$ cat src/rtl/tdm_demux_4.sv
// Four-channel TDM receive demultiplexer: steers slot words into held channel
// registers, tracks frame lock from the slot-0 sync marker and flags framing errors.
module tdm_demux_4 #(
    parameter int WIDTH = 8
) (
    input  logic             clk,
    input  logic             rst,
    input  logic [WIDTH-1:0] in_data,
    input  logic             in_valid,
    input  logic             in_sync,
    output logic [WIDTH-1:0] out0,
    output logic [WIDTH-1:0] out1,
    output logic [WIDTH-1:0] out2,
    output logic [WIDTH-1:0] out3,
    output logic [3:0]       out_valid,
    output logic             frame_valid,
    output logic [1:0]       sel,
    output logic             locked,
    output logic             sync_err
);

    typedef enum logic {
        HUNT   = 1'b0,
        LOCKED = 1'b1
    } state_t;

    state_t           state_q, state_d;
    logic [1:0]       sel_q, sel_d;
    logic [WIDTH-1:0] out0_q, out0_d;
    logic [WIDTH-1:0] out1_q, out1_d;
    logic [WIDTH-1:0] out2_q, out2_d;
    logic [WIDTH-1:0] out3_q, out3_d;
    logic [3:0]       out_valid_q, out_valid_d;
    logic             frame_valid_q, frame_valid_d;
    logic             sync_err_q, sync_err_d;

    // Handshake: in_valid qualifies in_data/in_sync for one cycle; there is no
    // ready, every valid word is consumed (stored or dropped) on the same edge.
    always_comb begin
        state_d       = state_q;
        sel_d         = sel_q;
        out0_d        = out0_q;
        out1_d        = out1_q;
        out2_d        = out2_q;
        out3_d        = out3_q;
        out_valid_d   = 4'b0000;
        frame_valid_d = 1'b0;
        sync_err_d    = 1'b0;

        if (in_valid) begin
            case (state_q)
                HUNT: begin
                    if (in_sync) begin
                        out0_d      = in_data;
                        out_valid_d = 4'b0001;
                        sel_d       = 2'd1;
                        state_d     = LOCKED;
                    end
                end
                LOCKED: begin
                    if (in_sync) begin
                        // An early sync restarts the frame but keeps lock.
                        sync_err_d  = (sel_q != 2'd0);
                        out0_d      = in_data;
                        out_valid_d = 4'b0001;
                        sel_d       = 2'd1;
                    end else if (sel_q == 2'd0) begin
                        sync_err_d = 1'b1;
                        state_d    = HUNT;
                        sel_d      = 2'd0;
                    end else begin
                        case (sel_q)
                            2'd1:    out1_d = in_data;
                            2'd2:    out2_d = in_data;
                            default: out3_d = in_data;
                        endcase
                        out_valid_d   = 4'b0001 << sel_q;
                        frame_valid_d = (sel_q == 2'd3);
                        sel_d         = sel_q + 2'd1;
                    end
                end
                default: begin
                    state_d = HUNT;
                    sel_d   = 2'd0;
                end
            endcase
        end
    end

    always_ff @(posedge clk) begin
        if (rst) begin
            state_q       <= HUNT;
            sel_q         <= 2'd0;
            out0_q        <= '0;
            out1_q        <= '0;
            out2_q        <= '0;
            out3_q        <= '0;
            out_valid_q   <= 4'b0000;
            frame_valid_q <= 1'b0;
            sync_err_q    <= 1'b0;
        end else begin
            state_q       <= state_d;
            sel_q         <= sel_d;
            out0_q        <= out0_d;
            out1_q        <= out1_d;
            out2_q        <= out2_d;
            out3_q        <= out3_d;
            out_valid_q   <= out_valid_d;
            frame_valid_q <= frame_valid_d;
            sync_err_q    <= sync_err_d;
        end
    end

    assign out0        = out0_q;
    assign out1        = out1_q;
    assign out2        = out2_q;
    assign out3        = out3_q;
    assign out_valid   = out_valid_q;
    assign frame_valid = frame_valid_q;
    assign sel         = sel_q;
    assign locked      = (state_q == LOCKED);
    assign sync_err    = sync_err_q;

endmodule
$ cat config.mk
export PLATFORM = sky130hd
export DESIGN_NAME = tdm_demux_4
export DESIGN_NICKNAME = d
export VERILOG_FILES = /design/src/rtl/tdm_demux_4.sv
export SDC_FILE = /design/constraint.sdc
export NUM_CORES = 1
export LEC_CHECK = 0
export CORE_MARGIN = 2
export CORE_UTILIZATION = 42
export DETAILED_ROUTE_END_ITERATION = 12
export GPL_TIMING_DRIVEN = 0
export PLACE_DENSITY = 0.76
export SLEW_MARGIN = 20
export SYNTH_ARGS = -nofsm -noshare
export SYNTH_HDL_FRONTEND = slang
export SYNTH_SLANG_ARGS = --single-unit
$ cat constraint.sdc
create_clock -name clk -period 1.75 [get_ports clk]
set_clock_uncertainty 0.15 [all_clocks]
set_input_delay 0.2625 -clock clk [delete_from_list [all_inputs] [get_ports clk]]
set_output_delay 0.2625 -clock clk [all_outputs]
set_load 0.05 [all_outputs]
---- Yosys cells after proc, flatten, opt, wreduce, memory -nomap -nowiden ----
Index checks and enable logic that the tools add are counted.
W data, S select, Z words.
cells by class
  equal/unequal tests ..................... 4
  bitwise operators ....................... 5
  muxes and demuxes ....................... 15
  shift-type cells ........................ 1
  reduce and logical (&&, ||, !) cells .... 11
  add/sub/neg operators ................... 1
operator list
  operator               number
  $reduce_and A5 Y1      3
  $mux W4                2
  $mux W8                1
  $pmux W4 S2            1
  $mux W1                6
  $mux W2                3
  $not A1 Y1             5
  $reduce_or A5 Y1       1
  $eq A2 B2 Y1 const B   2
  $pmux W2 S2            1
  $reduce_and A2 Y1      2
  $reduce_or A2 Y1       2
  $shl A1 B2 Y4 const A  1
  $reduce_or A3 Y1       1
  $add A2 B1 Y2 const B  1
  $eq A2 B1 Y1 const B   1
  $logic_not A2 Y1       1
  $ne A2 B2 Y1 const B   1
  $pmux W1 S2            1
  $reduce_bool A2 Y1     1
word-level totals
  bits of input ports ..................... 12
  logic and storage cells ................. 46
  register bits after elaboration ......... 41

---- Longest topological paths before layout ----
Gate-level depths: netlist of run 1.
  depth after elaboration ................. 4
  gate-level depth with buffers ........... 7
  gate-level depth less buffers ........... 6

---- Least setup slack after synthesis of run 1 ----
Ideal clock, no wire load.
  path type ............................... register to register
  start ................................... reg sel_q[0], in the netlist sel[0]
  end ..................................... reg out2_q[0], in the netlist out2[0]
  setup slack ............................. -343 ps
  required time ........................... 1,528 ps
  stages on the path, launching flop included .. 8
  library setup time ...................... 72 ps
  buffers on the path ..................... 1
  clock period less this slack ............ 2,093 ps
  arrival ................................. 1,872 ps
  cells stage by stage .................... dfxtp_1 > inv_1 > ha_1 > inv_1 > ha_1 > and4_4 > buf_6 > mux2i_1
on the way
  word-level cells in the longest chain between the ends .. 3
  elaborated cells on any way between the ends .. 4
ends and longest elaborated chain
  element                        RTL line  RTL
  start, declared                28        logic [1:0] sel_q, sel_d;
  start signal, assigned         103       sel_q <= sel_d;
  $logic_not A2 Y1               67        end else if (sel_q == 2'd0) begin
  $not A1 Y1 (no line)           n/a
  $reduce_and A5 Y1 (no line) *  n/a
  end signal, assigned           106       out2_q <= out2_d;
  end, declared                  31        logic [WIDTH-1:0] out2_q, out2_d;
Mark *: on every way between the ends. The rest lies on a longest branch, timed or not.
A chain may end at the register's enable or synchronous reset.

---- Final worst setup path of run 1 ----
  start ................................... reg sel_q[0], in the netlist sel[0]
  end ..................................... reg out2_q[4], in the netlist out2[4]
Same word-level chain as after synthesis.

==> out/results.ini, run 1 <==
[worst_hold_path]
hold_class = primary input to flop

[timing]
slew_headroom = 0.665
hold_viol_final = 0
setup_viol = 0
rsz0062_at_grt = false
post-route-min-period_ns = 1.64
maxSlewViolCount = 0
fin_crit_sh = 0.937
worst_pin_slew_ns = 0.505
fmax_mhz = 610
layout_setup_ws_ns = 0.111

[pwr]
power.leakage_uw = 0.00122
ir_drop_mv = 0.448
power_density_nw_per_um2 = 744

[cells_and_area]
final_nets = 239
diodes = 0
drive_gt1_frac = 0.181
post-route-util = 0.602
fillers = 369
synthToLayoutAreaGrowth_pct = 36.0

[synthesis]
synthAdderAreaFrac = 0.0491
synth_xor_area_frac = 0
synth_compound_area_frac = 0.0905
yosysWarnings = 0
netlist_top_cells_area = dfxtp_1 45%, mux2i_1 13%, nand2b_1 12%
synth_area_um2 = 1780
seq_area_frac_synth = 0.449
synth_top_area_frac = 0.449
synth_top_area_cell = dfxtp_1
synthMuxAreaShare = 0.135
synth_top_family_by_area = simple AND/OR/NAND/NOR gates
synthSimpleGateAreaFrac = 0.201
ys_ff_latch = 40
netlist_instances = 163
syn-num-nets = 182
syn_area_per_cell_um2 = 10.9
ys_types = 26

[routing]
vias = 1320
routed_via_density = 4.87
ant_nets = 0
remaining_drc_errors = 0
dr.pass1.iters = 4
wl_um = 3750
detail_route.wl_per_cell_um = 13.8
first_iter_violations = 43

[critical_path]
cp-start-kind = flop
crit_path_end_kind = flop
path_max_fanout = 6
arrival_ns = 1.70
critPathKind = flop to flop
crit_required_ns = 1.82

[global_route]
grt_max_degree = 14
grt_pass1_wl_um = 6180
grt_pass1_vias = 1265
grt-ovfl-total = 0
track_usage = 0.160
antenna_found_initial = 0

[floorplan]
die_h_um = 69.2
start_util = 0.443
dieArea_um2 = 4780
die_x_um = 69.2
core_area_um2 = 4030
io-pin-count = 53
rows = 23

[clock_tree]
cts.sinks = 40
worstSkewPairLatency_ns = 0.28
ctsHoldBuffers = 0
ctsLongestPathBuffers = 2
cts_root_buf = clkbuf_8
path_clk_slew_ns = 0.07
cts_resized = 45
h-tree-depth = 2
tritoncts = yes
postCtsSetupRepairBufs = 0
cts_buffers = 5

[place]
dpl.hpwl_um = 2780
place_ws_ns = -0.443
gp_congestion = 0.786
port_buffers = 50

[job]
cap_violations = 0

[run_status]
status = completed

[path summary, 6_finish.rpt]
path,startpoint,to,slack (ns),depth (start not counted)
setup / recovery,sel[0],out2[4],0.11,7
hold reg to reg,out2[5],out2[5],0.32,2
setup reg to reg,sel[0],out2[4],0.11,7
hold / removal,rst,out_valid[3],0.16,3
[state kept, by name (all words and copies together) (netlist names)]
| register | flops |
|---|---|
| sel | 2 |
| out2 | 8 |
| sync_err | 1 |
| out1 | 8 |
| locked | 1 |
| out3 | 8 |
| out_valid | 4 |
| out0 | 8 |
[worst max-delay path, stage by stage, from the launching register on]
cell     delay, ns
dfxtp_4       0.38
inv_1         0.08
ha_4          0.19
inv_1         0.08
ha_4          0.15
and4_4        0.22
buf_6         0.13
mux2i_1       0.18
[synthesized netlist by cell type, drive strengths merged]
cell / count
o21a: 1
clkbuf: 2
nand4: 2
buf: 12
a21bo: 8
and3: 1
a21oi: 9
a311oi: 1
nand4b: 1
nor3: 1
nand3b: 1
dfxtp: 40
nand2b: 33
o221a: 1
ha: 7
nand3: 8
o32ai: 1
nor4b: 3
inv: 5
and4: 1
nand2: 1
mux2i: 24
[cells in the final DEF (no fill, tap or decap), drive strengths merged, types with 2 or more instances in the layout]
| cell type | count |
|---|---|
| dlygate4sd2 | 42 |
| dfxtp | 40 |
| nand2b | 33 |
| mux2i | 24 |
| buf | 12 |
| a21oi | 9 |
| nand3 | 8 |
| a21bo | 8 |
| clkdlybuf4s50 | 8 |
| clkbuf | 8 |
| ha | 7 |
| inv | 7 |
| nor4b | 3 |
| nand4 | 2 |
[layer usage]
layer  global-route usage  up-vias  wire length, um
li1                     -      671                -
met1                0.224      609             1780
met2                0.244       38             1760
met3               0.0497        2              190
met4               0.0327        0               17
met5                    0        -                0
[power breakdown]
group	leakage [uW]	switching [uW]	internal, uW	total, uW
sequential	0.000325	8.68	922	930
combinational	0.000848	132	91.8	224
clock	0.0000521	329	322	650
[cells by family after synthesis]
family          Yosys count
compound gates           21
fa+ha+maj                 7
buf+inv                  19
flops                    40
mux                      24
simple gates             52
[layout make-up]
type                       count  area (um2)  area share
clock inverter                 2        12.5     0.00516
buffer                        14         119      0.0490
timing repair buffer          50         448       0.185
clock buffer                   6        82.6      0.0341
sequential                    40         808       0.333
tap                           50        62.6      0.0258
inverter                       5        18.8     0.00774
multi-input combinational    104         873       0.360
[through the flow]
| stage | instances | cell area [um2] | hold WS [ns] | setup TNS (ns) | total power, uW |
|---|---|---|---|---|---|
| floorplan | 163 | 1800 | 0.260 | 0 | 1100 |
| global placement | 263 | 2360 | 0.312 | -6.37 | 1180 |
| detailed placement | 263 | 2360 | 0.317 | -6.63 | 1180 |
| CTS | 271 | 2410 | 0.160 | 0 | 1810 |
| global route | 271 | 2420 | 0.164 | 0 | 1880 |
| finish | 271 | 2420 | 0.157 | 0 | 1800 |
(Power assumes the default switching activity.)
==> run 2: changes to the inputs <==
--- a/config.mk
+++ b/config.mk
@@ -5,6 +5,7 @@
 export SDC_FILE = /design/constraint.sdc
 export NUM_CORES = 1
 export LEC_CHECK = 0
+export CAP_MARGIN = 25
 export CORE_MARGIN = 2
 export CORE_UTILIZATION = 42
 export DETAILED_ROUTE_END_ITERATION = 12
==> results of run 2 <==
The final DEF is identical to that of run 1; final timing and power are the same.
==> run 3: changes to the inputs <==
--- a/config.mk
+++ b/config.mk
@@ -7,11 +7,12 @@
 export LEC_CHECK = 0
 export CAP_MARGIN = 25
 export CORE_MARGIN = 2
-export CORE_UTILIZATION = 42
+export CORE_UTILIZATION = 44
+export CTS_BUF_LIST = sky130_fd_sc_hd__clkbuf_2
 export DETAILED_ROUTE_END_ITERATION = 12
 export GPL_TIMING_DRIVEN = 0
-export PLACE_DENSITY = 0.76
-export SLEW_MARGIN = 20
+export PLACE_DENSITY = 0.79
+export SLEW_MARGIN = 15
 export SYNTH_ARGS = -nofsm -noshare
 export SYNTH_HDL_FRONTEND = slang
 export SYNTH_SLANG_ARGS = --single-unit
==> out/results.ini, run 3 (synthesis results as in run 1) <==
[clock_tree]
ctsLongestPathBuffers = 2
worstSkewPairLatency_ns = 0.40
cts.sinks = 40
tritoncts = yes
path_clk_slew_ns = 0.20
h-tree-depth = 2
cts_root_buf = clkbuf_2
cts_buffers = 5

[global_route]
gr-usage-met1 = 0.230
grt_pass1_vias = 1274
antenna_found_initial = 0
grt_max_degree = 14
grt_use_met3 = 0.0500
grt-busiest-layer = met2
grt-ovfl-total = 0
track_usage = 0.183
grt_pass1_wl_um = 6150
grtUsageMet2 = 0.295

[timing]
maxSlewViolCount = 0
hold_viol_final = 0
slew_headroom = 0.675
fin_crit_sh = 0.968
fmax_mhz = 590
post-route-min-period_ns = 1.69
layout_setup_ws_ns = 0.0557
setup_viol = 0
worst_pin_slew_ns = 0.489

[place]
gp_congestion = 0.746
place_ws_ns = -0.414
place_area_um2 = 2360
dp.cells = 263
port_buffers = 50
dpl.hpwl_um = 2740

[critical_path]
max_stage_delay_ns = 0.52
cp-start-kind = flop
critPathBufInv = 1
path_max_fanout = 1
slowest_stage = dlygate4sd2_1
critPathKind = flop to output port
crit_required_ns = 1.34
crit_path_end_kind = output port
cp.depth = 1
critical_path.top_delay_family = buffers and inverters
crit_chain = dlygate4sd2_1
arrival_ns = 1.28
r2r_cells = 7

[floorplan]
io-pin-count = 53
start_util = 0.452
core_area_um2 = 3940
dieArea_um2 = 4580
die_x_um = 67.7
rows = 23
die_h_um = 67.7

[cells_and_area]
fillers = 360
multiInputGateArea_um2 = 873
diodes = 0
final_nets = 240
instances_no_fill = 272
synthToLayoutAreaGrowth_pct = 30.2
layout.area.seq_um2 = 808
mostFrequentLayoutCell = dfxtp_1
post-route-cell-area_um2 = 2320
mostFrequentLayoutCells = 38 x dfxtp_1, 33 x nand2b_1, 31 x clkbuf_2, 24 x mux2i_1
drive_gt1_frac = 0.311

[routing]
remaining_drc_errors = 0
first_iter_violations = 37
routed_via_density = 4.86
wl_um = 3760
ant_nets = 0
dr.pass1.iters = 3
detail_route.wl_per_cell_um = 13.8
vias = 1323

[pwr]
ir_drop_mv = 0.750
power_density_nw_per_um2 = 738
power.leakage_uw = 0.00108

[worst_hold_path]
min_delay_path_depth = 3
hold_class = primary input to flop

[run_status]
status = completed

[job]
cap_violations = 0

==> run 3: cell count changes in the layout (fill, tap and decap cells not counted), sizes merged, moves of 2 or more <==
cell | before | now
clkbuf | 8 | 33
clkdlybuf4s15 | 0 | 11
inv | 7 | 5
dlygate4sd2 | 42 | 3
==> run 3: final timing paths <==
path	from	end	slack, ns
worst max-delay path	sync_err	sync_err	0.06
worst min-delay path	in_valid	out_valid[3]	0.04
worst max register to register	sel[1]	out2[5]	0.10
worst min register to register	out1[2]	out1[2]	0.34
==> run 3: layout make-up <==
class | count | share of cell area
tap | 50 | 0.0269
sequential | 40 | 0.348
multi-input combinational | 104 | 0.376
buffer | 14 | 0.0496
inverter | 5 | 0.00808
clock inverter | 3 | 0.0183
timing repair buffer | 51 | 0.162
clock buffer | 5 | 0.0108
==> run 3: timing repair <==
item / CTS / global route
resized for setup: 51 / 60
pin swaps: 0 / 0
hold endpoints to repair: 2 / 0
hold buffers: 1 / 0
endpoints found under the setup margin: 41 / 41
setup buffers: 0 / 0
==> run 3: per-stage QoR <==
stage	power [uW]	util	TNS (ns)	hold slack (ns)
3_5_place_dp	1180	0.598	-5.82	0.317
6_report	1710	0.589	0	0.0438
5_1_grt	1780	0.589	-0.00992	0.0361
4_1_cts	1720	0.607	0	0.0317
3_3_place_gp	1180	0.598	-5.65	0.313
2_1_floorplan	1100	-	0	0.260
==> run 3: layer usage <==
metal | vias to the layer above | wire length [um]
met5 | - | 0
met4 | 0 | 64
met3 | 5 | 173
met2 | 33 | 1770
met1 | 610 | 1750
li1 | 675 | -
==> run 3: report_power, final <==
group / switching (uW) / internal (uW)
sequential: 10.2 / 925
combinational: 133 / 92.3
clock: 315 / 238
total: 458 / 1260
==> RTL edit: new RTL, settings of run 1 <==
Remove the register `frame_valid_q`: a continuous assignment takes its place, so the output `frame_valid` follows one clock earlier.
--- a/src/rtl/tdm_demux_4.sv
+++ b/src/rtl/tdm_demux_4.sv
@@ -98,3 +98,2 @@
             out_valid_q   <= 4'b0000;
-            frame_valid_q <= 1'b0;
             sync_err_q    <= 1'b0;
@@ -108,3 +107,2 @@
             out_valid_q   <= out_valid_d;
-            frame_valid_q <= frame_valid_d;
             sync_err_q    <= sync_err_d;
@@ -112,2 +110,4 @@
     end
+
+    assign frame_valid_q = frame_valid_d;
 
Behaviour: not the same (a bounded check fails within 4 cycles, from zero or initial values and one cycle with rst high).
==> RTL edit against run 1 <==
  * Sequential cell count stayed put
  * Wire length rose by 13%
  * Largest cell class unchanged
  * Global-route usage grew 2.4 points
  * Total power increased by 2.7%
  * Setup slack worse by 32 ps
  * Cell area rose by 3.1%
  * Area after synthesis rose by 2.1%
==> RTL edit: results (changes against run 1) <==
| Metric | Value |
|---|---|
| Status | `finished clean` |
| Met1 usage | `21.9% (-0.44 points)` |
| Tot Pwr | `1.85 mW (+2.7%)` |
| Non-clock buffer share | `22.8% (-0.60 points)` |
| Number of buffers outside the clock class in the layout | `63 (-1.6%)` |
| CP Data Arrival Time | `1260 ps (-440 ps)` |
| Fraction of area in multi-input gates | `37.0% (+1.0 points)` |
| Wire length on met1 | `1.86 mm (+4.4%)` |
| Fin util | `61.2% (+0.99 points)` |
| Placed cell count | `261 (-0.76%)` |
| Routed Wire Length | `4.24 mm (+13%)` |
| Clock power share | `36.9% (+0.9 points)` |
| Sequential cell area fraction in the yosys report | `44.0% (-0.93 points)` |
| FF-to-FF path depth | `6 (-1)` |
| Cell Int Power | `1.38 mW (+3.6%)` |
| Slew headroom | `65.8% (-0.69 points)` |
| Worst stage delay on the critical path | `400 ps (+20 ps)` |
| #MultiIn Comb | `103 (-0.96%)` |
| Synth Area in Compound Gates | `9.07% (+0.020 points)` |
| DP Area | `2400 sq um (+1.6%)` |
| Inverters | `6 (+1)` |
| Post-DP HPWL | `3.21 mm (+15%)` |
| Distinct cells, synth | `27 (+3.8%)` |
| Mean area per synthesized cell | `11.3 sq um (+3.4%)` |
| Area share of fa/ha/maj cells after synthesis | `4.81% (-0.10 points)` |
| Fin crit period | `1670 ps (+31.6 ps)` |
## RTL edit: cell count changes after synthesis, sizes merged
cell	run 1	this run
buf	12	11
clkbuf	2	1
nor3	1	0
clkinv	0	1
and4	1	2
nand2	1	0
## RTL edit: what timing repair did
item                                    4_1_cts  5_1_grt
buffers inserted                              0        1
endpoints found under the setup margin       57       15
gates cloned                                  0        0
gates resized for setup                      53        1
## RTL edit: worst min path at each step
stage	slack, ps	startpoint	end	depth (start not counted)
final	170	in_valid	out_valid[1]$_SDFF_PP0_	3
after global routing	170	in_valid	out_valid[1]$_SDFF_PP0_	3
after CTS	160	in_valid	out_valid[1]$_SDFF_PP0_	3
after detailed placement	320	out3[4]$_SDFFE_PP0P_	out3[4]$_SDFFE_PP0P_	2
after global placement	310	out3[0]$_SDFFE_PP0P_	out3[0]$_SDFFE_PP0P_	2
after floorplan	270	in_data[0]	out0[0]$_SDFFE_PP0P_	2
